### config.mk
export PLATFORM = sky130hd
export DESIGN_NAME = decode_issue_ctrl
export DESIGN_NICKNAME = d
export VERILOG_FILES = /design/src/rtl/decode_issue_ctrl.sv
export SDC_FILE = /design/constraint.sdc
export NUM_CORES = 1
export LEC_CHECK = 0
export BUFFER_PORTS_ARGS = -buffer_cell sky130_fd_sc_hd__buf_2
export CAP_MARGIN = 10
export CELL_PAD_IN_SITES_DETAIL_PLACEMENT = 1
export CELL_PAD_IN_SITES_GLOBAL_PLACEMENT = 2
export CORE_AREA = 10 10 225 227
export DETAILED_ROUTE_END_ITERATION = 10
export DIE_AREA = 0 0 235 237
export PLACE_DENSITY = 0.93
export SETUP_SLACK_MARGIN = 0.02
export SLEW_MARGIN = 15
export SYNTH_ARGS = -nofsm -noshare
export SYNTH_HDL_FRONTEND = slang
export SYNTH_SLANG_ARGS = --single-unit
### constraint.sdc
create_clock -name clk -period 19.55 [get_ports clk]
set_input_delay 2.9325 -clock clk [delete_from_list [all_inputs] [get_ports clk]]
set_output_delay 2.9325 -clock clk [all_outputs]
set_load 0.02 [all_outputs]
### src/rtl/decode_issue_ctrl.sv
// -----------------------------------------------------------------------------
// decode_issue_ctrl
// Dual-slot decode/issue controller. Fetched instruction pairs are held in a
// 4-entry circular queue. The head and head+1 entries are shown to the decoder
// every cycle. Serializing instructions (error, fence, ecall, ebreak) at the
// head stall issue until the pipeline has drained. A fence then issues alone.
// A trapping instruction raises a held trap request until it is acknowledged.
//
// Ports
//   clk                 rising-edge clock
//   rst_n               asynchronous reset, ACTIVE-HIGH despite the name
//   flush               branch/redirect flush (highest priority)
//   fetch_valid[1:0]    [0]=slot A, [1]=slot B; only 2'b01 and 2'b11 push
//   fetch_inst*/pc*     fetched instruction words and their PCs
//   fetch_ready         queue can take a 2-instruction push (count <= 2)
//   dec_inst*/dec_pc*   head / head+1 entries to the decoder (0 when empty)
//   dec_valid*          slot issued this cycle
//   error_*, fence_*, ecall_*, ebreak_*, jump_A   decoder feedback
//   dispatch_ready      downstream accepts the issued slots
//   pipe_empty          nothing in flight past decode
//   trap_ack            acknowledges an outstanding trap request
//   trap_req/cause/pc   held trap request; cause 01 ecall, 10 ebreak, 11 illegal
// -----------------------------------------------------------------------------
module decode_issue_ctrl (
   input  logic        clk,
   input  logic        rst_n,
   input  logic        flush,
   input  logic [1:0]  fetch_valid,
   input  logic [31:0] fetch_instA,
   input  logic [31:0] fetch_instB,
   input  logic [31:0] fetch_pcA,
   input  logic [31:0] fetch_pcB,
   output logic        fetch_ready,
   output logic [31:0] dec_instA,
   output logic [31:0] dec_instB,
   output logic [31:0] dec_pcA,
   output logic [31:0] dec_pcB,
   output logic        dec_validA,
   output logic        dec_validB,
   input  logic        error_A,
   input  logic        error_B,
   input  logic        fence_A,
   input  logic        fence_B,
   input  logic        ecall_A,
   input  logic        ecall_B,
   input  logic        ebreak_A,
   input  logic        ebreak_B,
   input  logic        jump_A,
   input  logic        dispatch_ready,
   input  logic        pipe_empty,
   input  logic        trap_ack,
   output logic        trap_req,
   output logic [1:0]  trap_cause,
   output logic [31:0] trap_pc
);

   typedef enum logic [1:0] {
      ST_RUN   = 2'd0,
      ST_DRAIN = 2'd1,
      ST_TRAP  = 2'd2
   } state_e;

   // Any of these forces the pipeline to drain before the instruction proceeds.
   function automatic logic is_serializing(input logic err, input logic fen,
                                           input logic ecl, input logic ebr);
      return err | fen | ecl | ebr;
   endfunction

   // Trap cause priority: illegal > ebreak > ecall.
   function automatic logic [1:0] trap_cause_enc(input logic err, input logic ebr,
                                                 input logic ecl);
      logic [1:0] c;
      if (err) begin
         c = 2'b11;
      end else if (ebr) begin
         c = 2'b10;
      end else if (ecl) begin
         c = 2'b01;
      end else begin
         c = 2'b00;
      end
      return c;
   endfunction

   state_e      state_q, state_d;
   logic [31:0] inst_q [4];
   logic [31:0] pc_q   [4];
   logic [1:0]  head_q, head_d;
   logic [1:0]  tail_q, tail_d;
   logic [2:0]  count_q, count_d;
   logic        trap_req_q, trap_req_d;
   logic [1:0]  trap_cause_q, trap_cause_d;
   logic [31:0] trap_pc_q, trap_pc_d;

   logic        ser_a_s, ser_b_s;
   logic        valid_a_s, valid_b_s;
   logic        clear_s;
   logic [1:0]  push_cnt_s, pop_cnt_s;
   logic [3:0]  cnt_sum_s;
   logic        upd_ok_s;
   logic        wr_a_s, wr_b_s;
   logic [1:0]  head_p1_s, tail_p1_s;

   assign head_p1_s = head_q + 2'd1;
   assign tail_p1_s = tail_q + 2'd1;
   assign ser_a_s   = is_serializing(error_A, fence_A, ecall_A, ebreak_A);
   assign ser_b_s   = is_serializing(error_B, fence_B, ecall_B, ebreak_B);

   // Acceptance depends only on registered occupancy, never on this cycle's pop.
   assign fetch_ready = (count_q <= 3'd2);

   // Decoder view: head and head+1, zero when the slot holds nothing.
   always_comb begin
      dec_instA = 32'd0;
      dec_pcA   = 32'd0;
      dec_instB = 32'd0;
      dec_pcB   = 32'd0;
      if (count_q >= 3'd1) begin
         dec_instA = inst_q[head_q];
         dec_pcA   = pc_q[head_q];
      end else begin
         dec_instA = 32'd0;
         dec_pcA   = 32'd0;
      end
      if (count_q >= 3'd2) begin
         dec_instB = inst_q[head_p1_s];
         dec_pcB   = pc_q[head_p1_s];
      end else begin
         dec_instB = 32'd0;
         dec_pcB   = 32'd0;
      end
   end

   // Issue FSM: next state, issue strobes, trap capture and queue clear.
   always_comb begin
      state_d      = state_q;
      valid_a_s    = 1'b0;
      valid_b_s    = 1'b0;
      clear_s      = 1'b0;
      trap_req_d   = trap_req_q;
      trap_cause_d = trap_cause_q;
      trap_pc_d    = trap_pc_q;
      if (flush) begin
         state_d      = ST_RUN;
         clear_s      = 1'b1;
         trap_req_d   = 1'b0;
         trap_cause_d = 2'b00;
         trap_pc_d    = 32'd0;
      end else begin
         case (state_q)
            ST_RUN: begin
               if (count_q >= 3'd1) begin
                  if (ser_a_s) begin
                     state_d = ST_DRAIN;
                  end else begin
                     valid_a_s = 1'b1;
                     // A taken jump in A means B is on the wrong path.
                     valid_b_s = (count_q >= 3'd2) && !ser_b_s && !jump_A;
                  end
               end else begin
                  state_d = ST_RUN;
               end
            end
            ST_DRAIN: begin
               if (count_q == 3'd0) begin
                  state_d = ST_RUN;
               end else if (pipe_empty) begin
                  if (error_A || ecall_A || ebreak_A) begin
                     state_d      = ST_TRAP;
                     trap_req_d   = 1'b1;
                     trap_cause_d = trap_cause_enc(error_A, ebreak_A, ecall_A);
                     trap_pc_d    = dec_pcA;
                  end else if (fence_A) begin
                     valid_a_s = 1'b1;
                     if (dispatch_ready) begin
                        state_d = ST_RUN;
                     end else begin
                        state_d = ST_DRAIN;
                     end
                  end else begin
                     state_d = ST_RUN;
                  end
               end else begin
                  state_d = ST_DRAIN;
               end
            end
            ST_TRAP: begin
               if (trap_ack) begin
                  state_d      = ST_RUN;
                  clear_s      = 1'b1;
                  trap_req_d   = 1'b0;
                  trap_cause_d = 2'b00;
                  trap_pc_d    = 32'd0;
               end else begin
                  state_d = ST_TRAP;
               end
            end
            default: begin
               state_d    = ST_RUN;
               clear_s    = 1'b1;
               trap_req_d = 1'b0;
            end
         endcase
      end
   end

   assign dec_validA = valid_a_s;
   assign dec_validB = valid_b_s;

   // Queue bookkeeping: push/pop amounts, pointer and occupancy update.
   always_comb begin
      push_cnt_s = 2'd0;
      pop_cnt_s  = 2'd0;
      head_d     = head_q;
      tail_d     = tail_q;
      count_d    = count_q;
      wr_a_s     = 1'b0;
      wr_b_s     = 1'b0;
      upd_ok_s   = 1'b0;
      if (fetch_ready && !flush) begin
         case (fetch_valid)
            2'b11:   push_cnt_s = 2'd2;
            2'b01:   push_cnt_s = 2'd1;
            default: push_cnt_s = 2'd0;
         endcase
      end else begin
         push_cnt_s = 2'd0;
      end
      if (dispatch_ready) begin
         pop_cnt_s = {1'b0, valid_a_s} + {1'b0, valid_b_s};
      end else begin
         pop_cnt_s = 2'd0;
      end
      cnt_sum_s = {1'b0, count_q} + {2'b00, push_cnt_s} - {2'b00, pop_cnt_s};
      if (clear_s) begin
         head_d  = 2'd0;
         tail_d  = 2'd0;
         count_d = 3'd0;
      end else if (({1'b0, pop_cnt_s} > count_q) || (cnt_sum_s > 4'd4)) begin
         // Inconsistent request: keep the queue exactly as it is.
         upd_ok_s = 1'b0;
      end else begin
         upd_ok_s = 1'b1;
         wr_a_s   = (push_cnt_s >= 2'd1);
         wr_b_s   = (push_cnt_s == 2'd2);
         head_d   = head_q + pop_cnt_s;
         tail_d   = tail_q + push_cnt_s;
         count_d  = cnt_sum_s[2:0];
      end
   end

   // State, pointer and trap registers.
   always_ff @(posedge clk or posedge rst_n) begin
      if (rst_n) begin
         state_q      <= ST_RUN;
         head_q       <= 2'd0;
         tail_q       <= 2'd0;
         count_q      <= 3'd0;
         trap_req_q   <= 1'b0;
         trap_cause_q <= 2'b00;
         trap_pc_q    <= 32'd0;
      end else begin
         state_q      <= state_d;
         head_q       <= head_d;
         tail_q       <= tail_d;
         count_q      <= count_d;
         trap_req_q   <= trap_req_d;
         trap_cause_q <= trap_cause_d;
         trap_pc_q    <= trap_pc_d;
      end
   end

   // Queue storage; slot A lands at tail, slot B at tail+1.
   always_ff @(posedge clk or posedge rst_n) begin
      if (rst_n) begin
         for (int i = 0; i < 4; i++) begin
            inst_q[i] <= 32'd0;
            pc_q[i]   <= 32'd0;
         end
      end else begin
         if (wr_a_s) begin
            inst_q[tail_q] <= fetch_instA;
            pc_q[tail_q]   <= fetch_pcA;
         end
         if (wr_b_s) begin
            inst_q[tail_p1_s] <= fetch_instB;
            pc_q[tail_p1_s]   <= fetch_pcB;
         end
      end
   end

   assign trap_req   = trap_req_q;
   assign trap_cause = trap_cause_q;
   assign trap_pc    = trap_pc_q;

endmodule

; ---- After elaboration in Yosys (flattened, before gate mapping)
; Cells that the tools add are included.
[word_totals]
reg_bits = 300
latchBits = 0
ramBits = 0
rom_bits = 0
in_bits = 145
out_inout_bits = 166
word_cells = 160
mem_count = 0
[op_classes]
n_addsub = 7
n_mul = 0
div = 0
magnitude_cmp = 12
n_eq_ne = 12
shifts = 0
muxes = 87
bitwise_logic = 10
reduce_logical = 17
[op_table]
columns = operator, n
row1 = 32-bit two-way mux, 19
row2 = 128-bit bitwise mux, 4
row3 = 128-bit two-way mux, 4
row4 = 32-bit binary-select mux with 2-bit select, 4
row5 = 32-bit demux with 2-bit select, 2
row6 = 32-bit case mux with 2 select lines, 1
row7 = 2-bit two-way mux, 21
row8 = 1-bit two-way mux, 24
row9 = 3-bit >= comparator (second input constant), 4
row10 = 3-bit != test (second input constant), 4
row11 = 2-bit NOT with 3-bit output, 4
row12 = 5-bit AND reduction, 2
row13 = 2-bit case mux with 2 select lines, 2
row14 = 2-bit == test (second input constant), 3
row15 = 3-bit by 1-bit less-than comparator with 1-bit output (second input constant), 2
row16 = 3-bit two-way mux, 2
row17 = 1-bit bitwise OR, 6
row18 = 2-bit case mux with 3 select lines, 1
row19 = 1-bit logical AND, 5
row20 = 2-bit by 1-bit adder with 2-bit output (second input constant), 2
row21 = 2-bit adder, 2
row22 = 3-bit by 2-bit adder with 4-bit output, 1
row23 = 2-bit by 1-bit == test with 1-bit output (second input constant), 2
row24 = 4-bit by 3-bit greater-than comparator with 1-bit output (second input constant), 1
row25 = 17 further kinds, 23

; ---- Depth between registers and ports, before layout
; Gate-level depths: netlist of the first run.
[depth]
word_depth = 20
ltp_mapped = 18
ltp_nobuf = 15

; ---- Worst setup path before layout of the first run
; No wires, ideal clock.
[synth_path]
path_kind = input to register
start = in flush
end = reg inst_q[10] in the netlist's numbering
setup_time_ps = 121
arrival_ps = 7041
required_time_ps = 19429
slack_ps = 12388
path_stages = 16
path_buffers = 2
cell_sequence = buf_2 -> nor4_1 -> o21ai_0 -> nor4_1 -> ha_1 -> nand2_1 -> inv_1 -> ha_1 -> inv_1 -> ha_1 -> fa_1 -> o21ai_1 -> nand4_2 -> clkbuf_1 -> o22a_1 -> o22a_1
[synth_via]
word_cells_on_any_way = 22
classes_between = add/sub (3) / order compare (3) / eq/ne (1) / mux (12) / reduce/logical (3)
[synth_lines]
columns = item, line_no
row1 = start: declaration, 27  ; input logic flush,
row2 = 1-bit two-way mux (*), 143  ; if (flush) begin
row3 = net dec_validB, 39  ; output logic dec_validB,
row4 = 1-bit by 1-bit adder with 2-bit output (*), 230  ; pop_cnt_s = {1'b0, valid_a_s} + {1'b0, valid_b_s};
row5 = 2-bit two-way mux (*), 229  ; if (dispatch_ready) begin
row6 = 4-bit by 2-bit subtractor with 4-bit output, 234  ; cnt_sum_s = {1'b0, count_q} + {2'b00, push_cnt_s} - {2'b00, pop_cnt_s};
row7 = 4-bit by 3-bit greater-than comparator with 1-bit output, 239  ; end else if (({1'b0, pop_cnt_s} > count_q) || (cnt_sum_s > 4'd4)) begin
row8 = 1-bit logical OR (*), 239
row9 = 1-bit two-way mux, 239
row10 = 1-bit two-way mux, 235  ; if (clear_s) begin
row11 = 128-bit two-way mux, 281  ; if (wr_a_s) begin
row12 = 128-bit bitwise mux, 286  ; inst_q[tail_p1_s] <= fetch_instB;
row13 = 128-bit two-way mux (*), 285  ; if (wr_b_s) begin
row14 = end signal: indexed assignment, 282  ; inst_q[tail_q] <= fetch_instA;
row15 = end signal: indexed assignment, 286
row16 = end: declaration, 86  ; logic [31:0] inst_q [4];
; The timed path passes the listed nets; every way through them passes the cells marked *.
; A chain may end at the register's enable or synchronous reset.

; ---- Worst setup path in the final report of the first run
[layout_path]
start = in flush
end = out dec_validB
[layout_via]
elab_chain_len = 1
[layout_lines]
columns = item, line_no
row1 = 1-bit two-way mux, 143
row2 = end: declaration, 39
; No other way between the ends.

==> results.yml, run 1 <==
status:
  outcome: "finished clean"
die:
  die_width_um: 235
  num_rows: 79
  design.die.area_um2: 55700
  die_height_um: 237
  floorplan.initialDensity: 0.4064
  floorplan.core_area_um2: 46160
  num_io_pins: 311
timing:
  fmax_mhz: 142.4
  unrepaired_setup_endpoints_after_global_routing: "no"
  finalSetupViolations: 0
  clock_skew_ns: 0.01978
  timing.setup.tns_ns: 0
  hold_violations: 0
  max_slew.worst_pin.slew_ns: 1.117
  worst_slew_margin_rel: 0.2556
  final-max-slew-violation-count: 0
  hold-worst-slack_ns: 0.4720
  final_critical_period_ns: 7.024
  final_min_period_over_clock_period: 0.3593
route:
  ant_nets: 0
  residual_drc_count: 0
  drt-wirelength-per-cell_um: 24.86
  routed_via_density: 5.999
  detail_route.wirelength_mm: 61.59
  dr.first_iter.drc_count: 876
  drt_first_pass_iters: 5
  routed-via-count: 14865
clocking:
  htree_levels: 2
  clock_latency_ns: 0.57
  cts-resized-gates: 0
  cts.reportedPaths.clkPinSlew_ns: 0.06
  cts_max_path_buffers: 3
  cts_made_buffers: 37
  cts_hold_repair.buffers: 0
  tritoncts: "built"
  ctsRootBufferMaster: "sky130_fd_sc_hd__clkbuf_16"
  postcts_setup_bufs: 0
  clock_sink_count: 300
synth:
  yosysSeqAreaShare: 0.4001
  synth.area.top_cells: "sky130_fd_sc_hd__dfrtp_1 40%, sky130_fd_sc_hd__mux2i_1 22%, sky130_fd_sc_hd__o22a_1 8.9%"
  number_of_enable_flip_flop_cells_after_synthesis: 0
  syn-num-nets: 1777
  synth_async_sr_flop_share: 1.000
  yosysWarnings: 0
  synth_cell_types: 49
  postSynthCellCount: 1621
  syn-mean-instance-area_um2: 11.57
  netlist_area_um2: 18760
  yosysTopAreaCell: "sky130_fd_sc_hd__dfrtp_1"
  dominantRegCellSynth: "sky130_fd_sc_hd__dfrtp_1"
  synth.ff_latch_count: 300
  synth_top_cell_area_share: 0.4001
power:
  combinationalPowerShare: 0.435
  net-switching-power_mw: 1.267
  total_power_mw: 3.158
  pwr-share-seq: 0.344
  netSwitchingFraction: 0.4013
  vdd_drop_max_mv: 0.08185
  p_leak_nw: 11.68
  power_report.internal_total_mw: 1.890
  pwr_density_cell_nw_per_um2: 145.1
  power_frac_clock: 0.221
critical_path:
  critPathCaptureType: "primary output"
  cp_data_required_time_ns: 16.62
  crit_fanout: 10
  kind_of_start_point_of_the_critical_path: "input port"
  arrival_ns: 4.09
  setup.worst_path.class: "in2out"
cells_and_area:
  stdcell_count: 2478
  layout.filler_cells: 5007
  syn_to_final_growth_pct: 16.00
  final_core_utilization: 0.4715
  drive_above_1_share: 0.2687
  fin_nets: 1996
grt:
  grt_start_max_net_pins: 129
  globalRouteTotalUtil: 0.2145
  antenna_found_initial: 10
  grt_first_pass_wirelength_mm: 97.25
  grt.overflow.total: 0
  first_global_vias: 16387
placement:
  i_o_buffers: 310
  gp_routability_congestion: 0.7997
  detailedPlacementHpwl_mm: 38.51
  numPlacedInstances: 2408
hold_path:
  min-delay-path-class: "reg2reg"
job:
  cap_viol_max_count: 0
## cells in the final DEF, fill, tap and decap left out, types with 4 or more instances in the layout
cell,netlist,routed
sky130_fd_sc_hd__nor3_1,38,37
sky130_fd_sc_hd__buf_2,37,310
sky130_fd_sc_hd__a211oi_4,3,4
sky130_fd_sc_hd__dfrtp_1,300,297
sky130_fd_sc_hd__o41ai_1,35,35
sky130_fd_sc_hd__a211oi_1,32,32
sky130_fd_sc_hd__nor2b_1,66,66
sky130_fd_sc_hd__clkinv_2,0,6
sky130_fd_sc_hd__mux4_2,64,64
sky130_fd_sc_hd__nand3_1,4,4
sky130_fd_sc_hd__nor2_1,77,76
sky130_fd_sc_hd__mux2_2,32,32
sky130_fd_sc_hd__o22a_1,190,190
sky130_fd_sc_hd__clkbuf_8,0,10
sky130_fd_sc_hd__buf_4,3,19
sky130_fd_sc_hd__ha_1,9,9
sky130_fd_sc_hd__nand2_1,38,38
sky130_fd_sc_hd__and2_1,65,65
sky130_fd_sc_hd__mux2i_1,421,421
sky130_fd_sc_hd__a21oi_1,35,35
sky130_fd_sc_hd__clkbuf_16,0,37
sky130_fd_sc_hd__clkbuf_1,80,10
sky130_fd_sc_hd__inv_1,18,17
## layout make-up
cell class / count / area, µm² / share of cell area
repair buffers: 331 / 1734 / 0.07968
clock inverters: 10 / 126.4 / 0.005807
multi-input cells: 1151 / 10430 / 0.4792
diodes: 3 / 7.507 / 0.0003449
well taps: 607 / 759.5 / 0.03490
clock buffers: 57 / 1101 / 0.05059
flip-flops and latches: 300 / 7518 / 0.3455
inverters: 19 / 86.33 / 0.003967
## sequential cells by signal, indices dropped and copies added (netlist names)
name,cells
trap_req,1
count_q,3
pc_q,128
trap_cause,2
tail_q,2
inst_q,128
trap_pc,32
head_q,2
state_q,2
## cell usage after synthesis (2+ instances only)
| cell | n |
|---|---|
| sky130_fd_sc_hd__a211oi_1 | 32 |
| sky130_fd_sc_hd__a211oi_2 | 2 |
| sky130_fd_sc_hd__a211oi_4 | 3 |
| sky130_fd_sc_hd__a21oi_1 | 35 |
| sky130_fd_sc_hd__and2_1 | 65 |
| sky130_fd_sc_hd__buf_1 | 10 |
| sky130_fd_sc_hd__buf_2 | 37 |
| sky130_fd_sc_hd__buf_4 | 3 |
| sky130_fd_sc_hd__buf_6 | 21 |
| sky130_fd_sc_hd__clkbuf_1 | 80 |
| sky130_fd_sc_hd__dfrtp_1 | 300 |
| sky130_fd_sc_hd__fa_1 | 2 |
| sky130_fd_sc_hd__ha_1 | 9 |
| sky130_fd_sc_hd__inv_1 | 18 |
| sky130_fd_sc_hd__mux2_2 | 32 |
| sky130_fd_sc_hd__mux2i_1 | 421 |
| sky130_fd_sc_hd__mux4_2 | 64 |
| sky130_fd_sc_hd__nand2_1 | 38 |
| sky130_fd_sc_hd__nand3_1 | 4 |
| sky130_fd_sc_hd__nand3b_1 | 2 |
| sky130_fd_sc_hd__nand4_1 | 3 |
| sky130_fd_sc_hd__nor2_1 | 77 |
| sky130_fd_sc_hd__nor2b_1 | 66 |
| sky130_fd_sc_hd__nor3_1 | 38 |
| sky130_fd_sc_hd__nor4_1 | 3 |
| sky130_fd_sc_hd__o21a_1 | 3 |
| sky130_fd_sc_hd__o21ai_0 | 2 |
| sky130_fd_sc_hd__o21ai_1 | 2 |
| sky130_fd_sc_hd__o22a_1 | 190 |
| sky130_fd_sc_hd__o22ai_1 | 2 |
| sky130_fd_sc_hd__o41ai_1 | 35 |
| sky130_fd_sc_hd__or3_1 | 3 |
| sky130_fd_sc_hd__xor2_1 | 3 |
## layer usage
layer / up-vias / track usage / share of wire
li1: 6583 / - / -
met1: 7755 / 0.2610 / 0.42
met2: 397 / 0.3744 / 0.50
met3: 116 / 0.03647 / 0.045
met4: 14 / 0.07898 / 0.028
met5: - / 0 / 0.0013
## logic make-up after synthesis
| family | Yosys count | share of synthesized area |
|---|---|---|
| compound gates | 312 | 0.1376 |
| xor+xnor | 4 | 0.001868 |
| mux | 517 | 0.3206 |
| simple gates | 307 | 0.08616 |
| fa+ha+maj | 11 | 0.008136 |
| flops | 300 | 0.4001 |
| buf+inv | 170 | 0.04548 |
## metrics by stage
step                cell area [µm²]  setup slack (ns)
detailed placement            20530             11.97
global route                  21760             12.14
finish                        21760             12.53
global placement              20530             12.07
CTS                           21760             12.51
floorplan                     18760             8.328
## worst max-delay path, stage by stage
cell and delay (ns):
sky130_fd_sc_hd__buf_2 0.18, sky130_fd_sc_hd__nor4_1 0.26, sky130_fd_sc_hd__o21ai_0 0.13, sky130_fd_sc_hd__nor4_1 0.34, sky130_fd_sc_hd__buf_2 0.24
## power groups by stage
| stage | logic, mW | registers (mW) | clock network [mW] |
|---|---|---|---|
| 6_report | 1.37 | 1.09 | 0.697 |
| 5_1_grt | 1.50 | 1.12 | 0.738 |
| 4_1_cts | 1.39 | 1.08 | 0.712 |
| 3_5_place_dp | 1.38 | 1.09 | 0 |
| 3_3_place_gp | 1.32 | 1.06 | 0 |
| 2_1_floorplan | 1.03 | 1.01 | 0 |
## path summary, 6_finish.rpt
path / slack (ns) / depth (start not counted) / from / endpoint
setup / recovery: 12.53 / 5 / flush / dec_validB
hold / removal: 0.47 / 2 / trap_pc[10] / trap_pc[10]
setup reg to reg: 14.16 / 16 / count_q[2] / inst_q[31]
hold reg to reg: 0.47 / 2 / trap_pc[10] / trap_pc[10]
max in group asynchronous: 14.67 / 4 / rst_n / tail_q[1]
min in group asynchronous: 2.46 / 2 / rst_n / pc_q[52]
Note: power is estimated with default switching activity, not from simulation.
==> run 2, diff against run 1 <==
- ABC_AREA: default -> 1
- CORE_AREA: 10 10 225 227 -> 10 10 280 282
- DIE_AREA: 0 0 235 237 -> 0 0 290 292
- PLACE_DENSITY: 0.93 -> 0.85
- clock period: 19.55 -> 5.98 ns (I/O delays scaled with it)
==> results.yml, run 2 <==
critical_path:
  worst-r2r-cell-count: 24
  timing.reg2reg.setup_slack_ns: 1.20
  arrival_ns: 5.46
  rr_endpoint: "inst_q[75]"
  critPathCaptureType: "register"
  crit_fanout: 23
  setup.worst_path.class: "in2reg"
  cp_data_required_time_ns: 6.48
  kind_of_start_point_of_the_critical_path: "input port"
  worstReg2RegStart: "count_q[2]"
timing:
  finalSetupViolations: 0
  worst_slew_margin_rel: 0.2157
  final_min_period_over_clock_period: 0.8287
  hold-worst-slack_ns: 0.5105
  unrepaired_setup_endpoints_after_global_routing: "no"
  final_critical_period_ns: 4.955
  fmax_mhz: 201.8
  final-max-slew-violation-count: 0
  max_slew.worst_pin.slew_ns: 1.176
  timing.setup.tns_ns: 0
  hold_violations: 0
  clock_skew_ns: 0.03334
synth:
  number_of_enable_flip_flop_cells_after_synthesis: 0
  netlist_area_um2: 20970
  syn-num-nets: 3351
  synth_top_cell_area_share: 0.3581
  yosysWarnings: 0
  synthTopCellsByCount: "798 x sky130_fd_sc_hd__nand2_1, 519 x sky130_fd_sc_hd__inv_1, 425 x sky130_fd_sc_hd__nand3_1, 300 x sky130_fd_sc_hd__dfrtp_1, 235 x sky130_fd_sc_hd__o21ai_0"
  yosysTopAreaCell: "sky130_fd_sc_hd__dfrtp_1"
  synth.area.top_cells: "sky130_fd_sc_hd__dfrtp_1 36%, sky130_fd_sc_hd__nand2_1 14%, sky130_fd_sc_hd__nand3_1 10%"
  dominantRegCellSynth: "sky130_fd_sc_hd__dfrtp_1"
  syn-mean-instance-area_um2: 6.562
  synth_async_sr_flop_share: 1.000
  synth_cell_types: 34
  most_frequent_cell_after_synthesis: "sky130_fd_sc_hd__nand2_1"
  yosysSeqAreaShare: 0.3581
  synth.ff_latch_count: 300
  postSynthCellCount: 3195
clocking:
  cts.reportedPaths.clkPinSlew_ns: 0.06
  cts-resized-gates: 0
  clock_sink_count: 300
  postcts_setup_bufs: 0
  ctsRootBufferMaster: "sky130_fd_sc_hd__clkbuf_16"
  htree_levels: 2
  clock_latency_ns: 0.58
  cts_hold_repair.buffers: 0
  tritoncts: "built"
  cts_max_path_buffers: 3
  cts_made_buffers: 41
cells_and_area:
  postLayoutCellArea_um2: 24570
  layout.filler_cells: 9292
  syn_to_final_growth_pct: 17.17
  ff_latch_area_um2: 7511
  mostFrequentLayoutCell: "sky130_fd_sc_hd__nand2_1"
  fin_nets: 3480
  drive_above_1_share: 0.1342
  multi_input_gate_area_um2: 10320
  layout_common_cells: "796 x sky130_fd_sc_hd__nand2_1, 515 x sky130_fd_sc_hd__inv_1, 424 x sky130_fd_sc_hd__nand3_1, 309 x sky130_fd_sc_hd__buf_2, 299 x sky130_fd_sc_hd__dfrtp_1"
  final_core_utilization: 0.3384
route:
  dr.first_iter.drc_count: 1627
  ant_nets: 0
  residual_drc_count: 0
  detail_route.wirelength_mm: 101.5
  drt_first_pass_iters: 5
  routed_via_density: 5.385
  routed-via-count: 23236
  drt-wirelength-per-cell_um: 23.52
placement:
  detailedPlacementHpwl_mm: 60.34
  placedInstanceArea_um2: 23200
  i_o_buffers: 310
  gp_routability_congestion: 0.8216
power:
  p_leak_nw: 12.87
  pwr_density_cell_nw_per_um2: 458.7
  vdd_drop_max_mv: 0.4130
die:
  num_rows: 99
  die_height_um: 292
  num_io_pins: 311
  floorplan.initialDensity: 0.2888
  floorplan.core_area_um2: 72590
  design.die.area_um2: 84680
  die_width_um: 290
grt:
  antenna_found_initial: 10
  globalRouteTotalUtil: 0.2298
  grt.overflow.total: 0
  first_global_vias: 23735
  grt_start_max_net_pins: 198
  grt_first_pass_wirelength_mm: 152.7
job:
  cap_viol_max_count: 0
hold_path:
  min-delay-path-class: "in2async"
status:
  outcome: "finished clean"
run 2: changes by cell type in the layout (fill, tap and decap cells not counted), moves of 233 or more:
cell,change
sky130_fd_sc_hd__inv_1,+498
sky130_fd_sc_hd__mux2i_1,-421
sky130_fd_sc_hd__nand2_1,+758
sky130_fd_sc_hd__nand3_1,+420
sky130_fd_sc_hd__o21ai_0,+233
run 2: stage by stage:
step                      instances  setup WS [ns]  power, mW
after floorplan                3195          1.096      6.803
after global placement         4240         0.6488      8.613
after detailed placement       4240         0.4895      8.716
after CTS                      4312          1.088      11.35
after global routing           4312         0.6223      12.11
final                          4315          1.025      11.27
run 2: kinds of logic after synthesis:
family,Yosys count,synth area share
fa+ha+maj,11,0.007281
xor+xnor,4,0.001671
buf+inv,800,0.1548
flops,300,0.3581
simple gates,1454,0.3132
compound gates,626,0.1649
run 2: report_power, final:
group	internal (mW)	leakage, nW	switching (mW)
combinational	1.55	8.83	3.83
sequential	2.80	3.38	0.529
clock	1.53	0.668	1.02
run 2: worst max path at each step:
stage	cells past startpoint	to	slack, ns	from
2_1_floorplan	1	count_q[0]	1.10	rst_n
3_3_place_gp	24	inst_q[83]	0.65	error_A
3_5_place_dp	24	inst_q[77]	0.49	error_A
4_1_cts	24	inst_q[75]	1.09	error_A
5_1_grt	24	inst_q[90]	0.62	error_A
6_report	24	inst_q[75]	1.02	error_A
run 2: area by class of cell:
| cell class | instances | area share |
|---|---|---|
| multi-input combinational | 2095 | 0.4201 |
| sequential | 300 | 0.3057 |
| timing repair buffer | 361 | 0.08852 |
| inverter | 525 | 0.08129 |
| clock buffer | 66 | 0.05180 |
| tap | 959 | 0.04884 |
| clock inverter | 6 | 0.003412 |
| antenna | 3 | 0.0003056 |
run 2: metal layers:
| layer | vias up | global-route usage | wire (µm) |
|---|---|---|---|
| met4 | 12 | 0.05107 | 2130 |
| met1 | 11479 | 0.3017 | 44630 |
| met5 | - | 0 | 80 |
| li1 | 10810 | - | - |
| met2 | 781 | 0.3823 | 47490 |
| met3 | 154 | 0.04814 | 7179 |
run 2: critical path: stages:
cell,delay (ns)
sky130_fd_sc_hd__buf_2,0.12
sky130_fd_sc_hd__nor2_1,0.14
sky130_fd_sc_hd__nand2_1,0.20
sky130_fd_sc_hd__nor4_1,0.37
sky130_fd_sc_hd__nand2_1,0.12
sky130_fd_sc_hd__nor3_1,0.22
sky130_fd_sc_hd__ha_1,0.27
sky130_fd_sc_hd__nand2_1,0.11
sky130_fd_sc_hd__inv_1,0.07
sky130_fd_sc_hd__ha_1,0.27
sky130_fd_sc_hd__inv_1,0.04
sky130_fd_sc_hd__ha_1,0.21
sky130_fd_sc_hd__fa_1,0.48
sky130_fd_sc_hd__inv_1,0.09
sky130_fd_sc_hd__nand2_1,0.05
sky130_fd_sc_hd__nand3_1,0.06
sky130_fd_sc_hd__nand3_1,0.19
sky130_fd_sc_hd__nor3_4,0.18
sky130_fd_sc_hd__buf_4,0.27
sky130_fd_sc_hd__nand2_4,0.22
sky130_fd_sc_hd__nor2_4,0.22
sky130_fd_sc_hd__buf_4,0.39
sky130_fd_sc_hd__nand3_1,0.13
sky130_fd_sc_hd__nand2_1,0.10
==> run 3, diff against run 2 <==
- ABC_AREA: 1 -> 0
- CORE_AREA: 10 10 280 282 -> 10 10 234 236
- DIE_AREA: 0 0 290 292 -> 0 0 244 246
- PLACE_DENSITY: 0.85 -> 0.87
- clock period: 5.98 -> 5 ns (I/O delays scaled with it)
==> results.yml, run 3 (synthesized netlist as in run 1, its figures left out) <==
cells_and_area:
  layout.filler_cells: 5457
  layout_common_cells: "421 x sky130_fd_sc_hd__mux2i_1, 310 x sky130_fd_sc_hd__buf_2, 297 x sky130_fd_sc_hd__dfrtp_1, 190 x sky130_fd_sc_hd__o22a_1, 76 x sky130_fd_sc_hd__nor2_1"
  postLayoutCellArea_um2: 22220
  fin_nets: 2020
  drive_above_1_share: 0.2769
  syn_to_final_growth_pct: 18.43
  mostFrequentLayoutCell: "sky130_fd_sc_hd__mux2i_1"
  stdcell_count: 2565
grt:
  antenna_found_initial: 6
  grt_busiest_layer: "met2"
  first_global_vias: 16721
  grt_first_pass_wirelength_mm: 99.47
  groute.layer.met3.usage: 0.03030
  grt_util_met1: 0.2518
  globalRouteMet2Util: 0.3617
  grt_start_max_net_pins: 151
  globalRouteTotalUtil: 0.2066
  grt.overflow.total: 0
placement:
  placedInstanceArea_um2: 21050
  detailedPlacementHpwl_mm: 41.77
  placement.setup.worst_slack_ns: 0.1224
  gp_routability_congestion: 0.8071
  numPlacedInstances: 2496
  i_o_buffers: 310
job:
  cap_viol_max_count: 0
timing:
  hold_violations: 0
  final_critical_period_ns: 4.599
  worst_slew_margin_rel: 0.2962
  finalSetupViolations: 0
  fmax_mhz: 217.4
  max_slew.worst_pin.slew_ns: 1.056
  final-max-slew-violation-count: 0
  unrepaired_setup_endpoints_after_global_routing: "no"
  smallest_setup_slack_after_layout_ns: 0.4010
  final_min_period_over_clock_period: 0.9198
  timing.setup.tns_ns: 0
  clock_skew_ns: 0.03287
route:
  drt-wirelength-per-cell_um: 24.79
  routed-via-count: 14953
  residual_drc_count: 0
  ant_nets: 0
  drt_first_pass_iters: 5
  routed_via_density: 5.830
  dr.first_iter.drc_count: 810
  detail_route.wirelength_mm: 63.59
clocking:
  postcts_setup_bufs: 0
  tritoncts: "built"
  cts-resized-gates: 0
  cts_hold_repair.buffers: 0
  clock_sink_count: 300
  ctsRootBufferMaster: "sky130_fd_sc_hd__clkbuf_16"
  htree_levels: 2
  cts.reportedPaths.clkPinSlew_ns: 0.06
  clock_latency_ns: 0.57
  cts_made_buffers: 38
  cts_max_path_buffers: 3
critical_path:
  critPathCaptureType: "register"
  timing.critical_path.cells: "nor4_1 > o21ai_0 > nor4_1 > ha_1 > nand2_1 > inv_1 > ha_1 > inv_1 > ha_1 > fa_1 > o21ai_1 > nand4_1 > buf_4 > buf_12 > mux2i_1 > mux2i_1"
  critical_path.most_common_cell: "sky130_fd_sc_hd__ha_1"
  rr_endpoint: "pc_q[57]"
  timing.reg2reg.setup_slack_ns: 0.40
  cp_data_required_time_ns: 5.38
  arrival_ns: 4.98
  critPathLaunch: "state_q[0]"
  critical-path-slowest-cell: "sky130_fd_sc_hd__fa_1"
  worstReg2RegStart: "state_q[0]"
  crit_fanout: 32
  worst_path_largest_cell_delay_ns: 0.53
  worst-r2r-cell-count: 16
  kind_of_start_point_of_the_critical_path: "register"
  crit_end: "pc_q[57]"
  setup.worst_path.class: "reg2reg"
die:
  floorplan.core_area_um2: 49860
  floorplan.initialDensity: 0.3763
  die_width_um: 244
  die_height_um: 246
  num_rows: 82
  design.die.area_um2: 60020
  num_io_pins: 311
power:
  power_frac_clock: 0.210
  pwr-share-seq: 0.344
  p_leak_nw: 11.86
  pwr_density_cell_nw_per_um2: 558.6
  power_report.internal_total_mw: 7.397
  net-switching-power_mw: 5.016
  vdd_drop_max_mv: 0.3036
  combinationalPowerShare: 0.446
  netSwitchingFraction: 0.4041
  total_power_mw: 12.41
status:
  outcome: "finished clean"
hold_path:
  min-delay-path-class: "in2async"
-- run 3: changes by cell type in the layout (fill, tap and decap cells not counted), moves of 65 or more --
cell,previous run,this run
sky130_fd_sc_hd__nand2_1,796,38
sky130_fd_sc_hd__and2_1,0,65
sky130_fd_sc_hd__a21oi_1,225,35
sky130_fd_sc_hd__inv_1,515,17
sky130_fd_sc_hd__mux2i_1,0,421
sky130_fd_sc_hd__nand4_1,193,3
sky130_fd_sc_hd__o22a_1,0,190
sky130_fd_sc_hd__nand3_1,424,4
sky130_fd_sc_hd__nor2b_1,0,66
sky130_fd_sc_hd__o21ai_0,235,2
sky130_fd_sc_hd__o22ai_1,73,2
-- run 3: power groups by stage --
stage                     Combinational (mW)  Clock [mW]  Sequential [mW]
after floorplan                         4.02           0             3.96
after global placement                  5.32           0             4.15
after detailed placement                5.56           0             4.27
after CTS                               5.60        2.67             4.24
after global routing                    6.02        2.78             4.41
final                                   5.54        2.61             4.27
-- run 3: per-layer routing --
layer  up-vias  wire [µm]
met1      7893      27240
met4         2       1879
met3       104       2292
li1       6636          -
met5         -         13
met2       318      32160
-- run 3: worst min path at each step --
| stage | from | endpoint | slack [ns] | cells past startpoint |
|---|---|---|---|---|
| floorplan | inst_q[0] | inst_q[0] | 0.47 | 1 |
| global placement | trap_pc[2] | trap_pc[2] | 0.45 | 2 |
| detailed placement | trap_pc[30] | trap_pc[30] | 0.46 | 2 |
| CTS | trap_ack | state_q[1] | 0.43 | 2 |
| global route | trap_ack | state_q[1] | 0.45 | 2 |
| finish | rst_n | trap_pc[11] | 0.38 | 3 |
-- run 3: metrics by stage --
stage,util,hold WS [ns]
floorplan,-,0.4716
global placement,0.4222,0.4508
detailed placement,0.4222,0.4605
CTS,0.4454,0.4290
global route,0.4456,0.4504
finish,0.4456,0.3777
-- run 3: layout make-up --
cell class | count | area, µm² | area share
clock inverters | 10 | 71.32 | 0.003210
inverters | 19 | 82.58 | 0.003716
diodes | 4 | 10.01 | 0.0004505
flip-flops and latches | 300 | 7518 | 0.3384
clock buffers | 55 | 1085 | 0.04882
multi-input cells | 1151 | 10430 | 0.4694
repair buffers | 354 | 2182 | 0.09820
well taps | 672 | 840.8 | 0.03784
-- run 3: worst max-delay path: cells and delay by family (launching register included) --
kind / cells / cell delay, ns
adder cells (fa/ha/maj): 4 / 1.30
AND/OR/NAND/NOR: 4 / 1.12
AO/OA/AOI/OAI: 2 / 0.58
buffers and inverters: 4 / 0.55
flip-flops: 1 / 0.49
multiplexers: 2 / 0.33
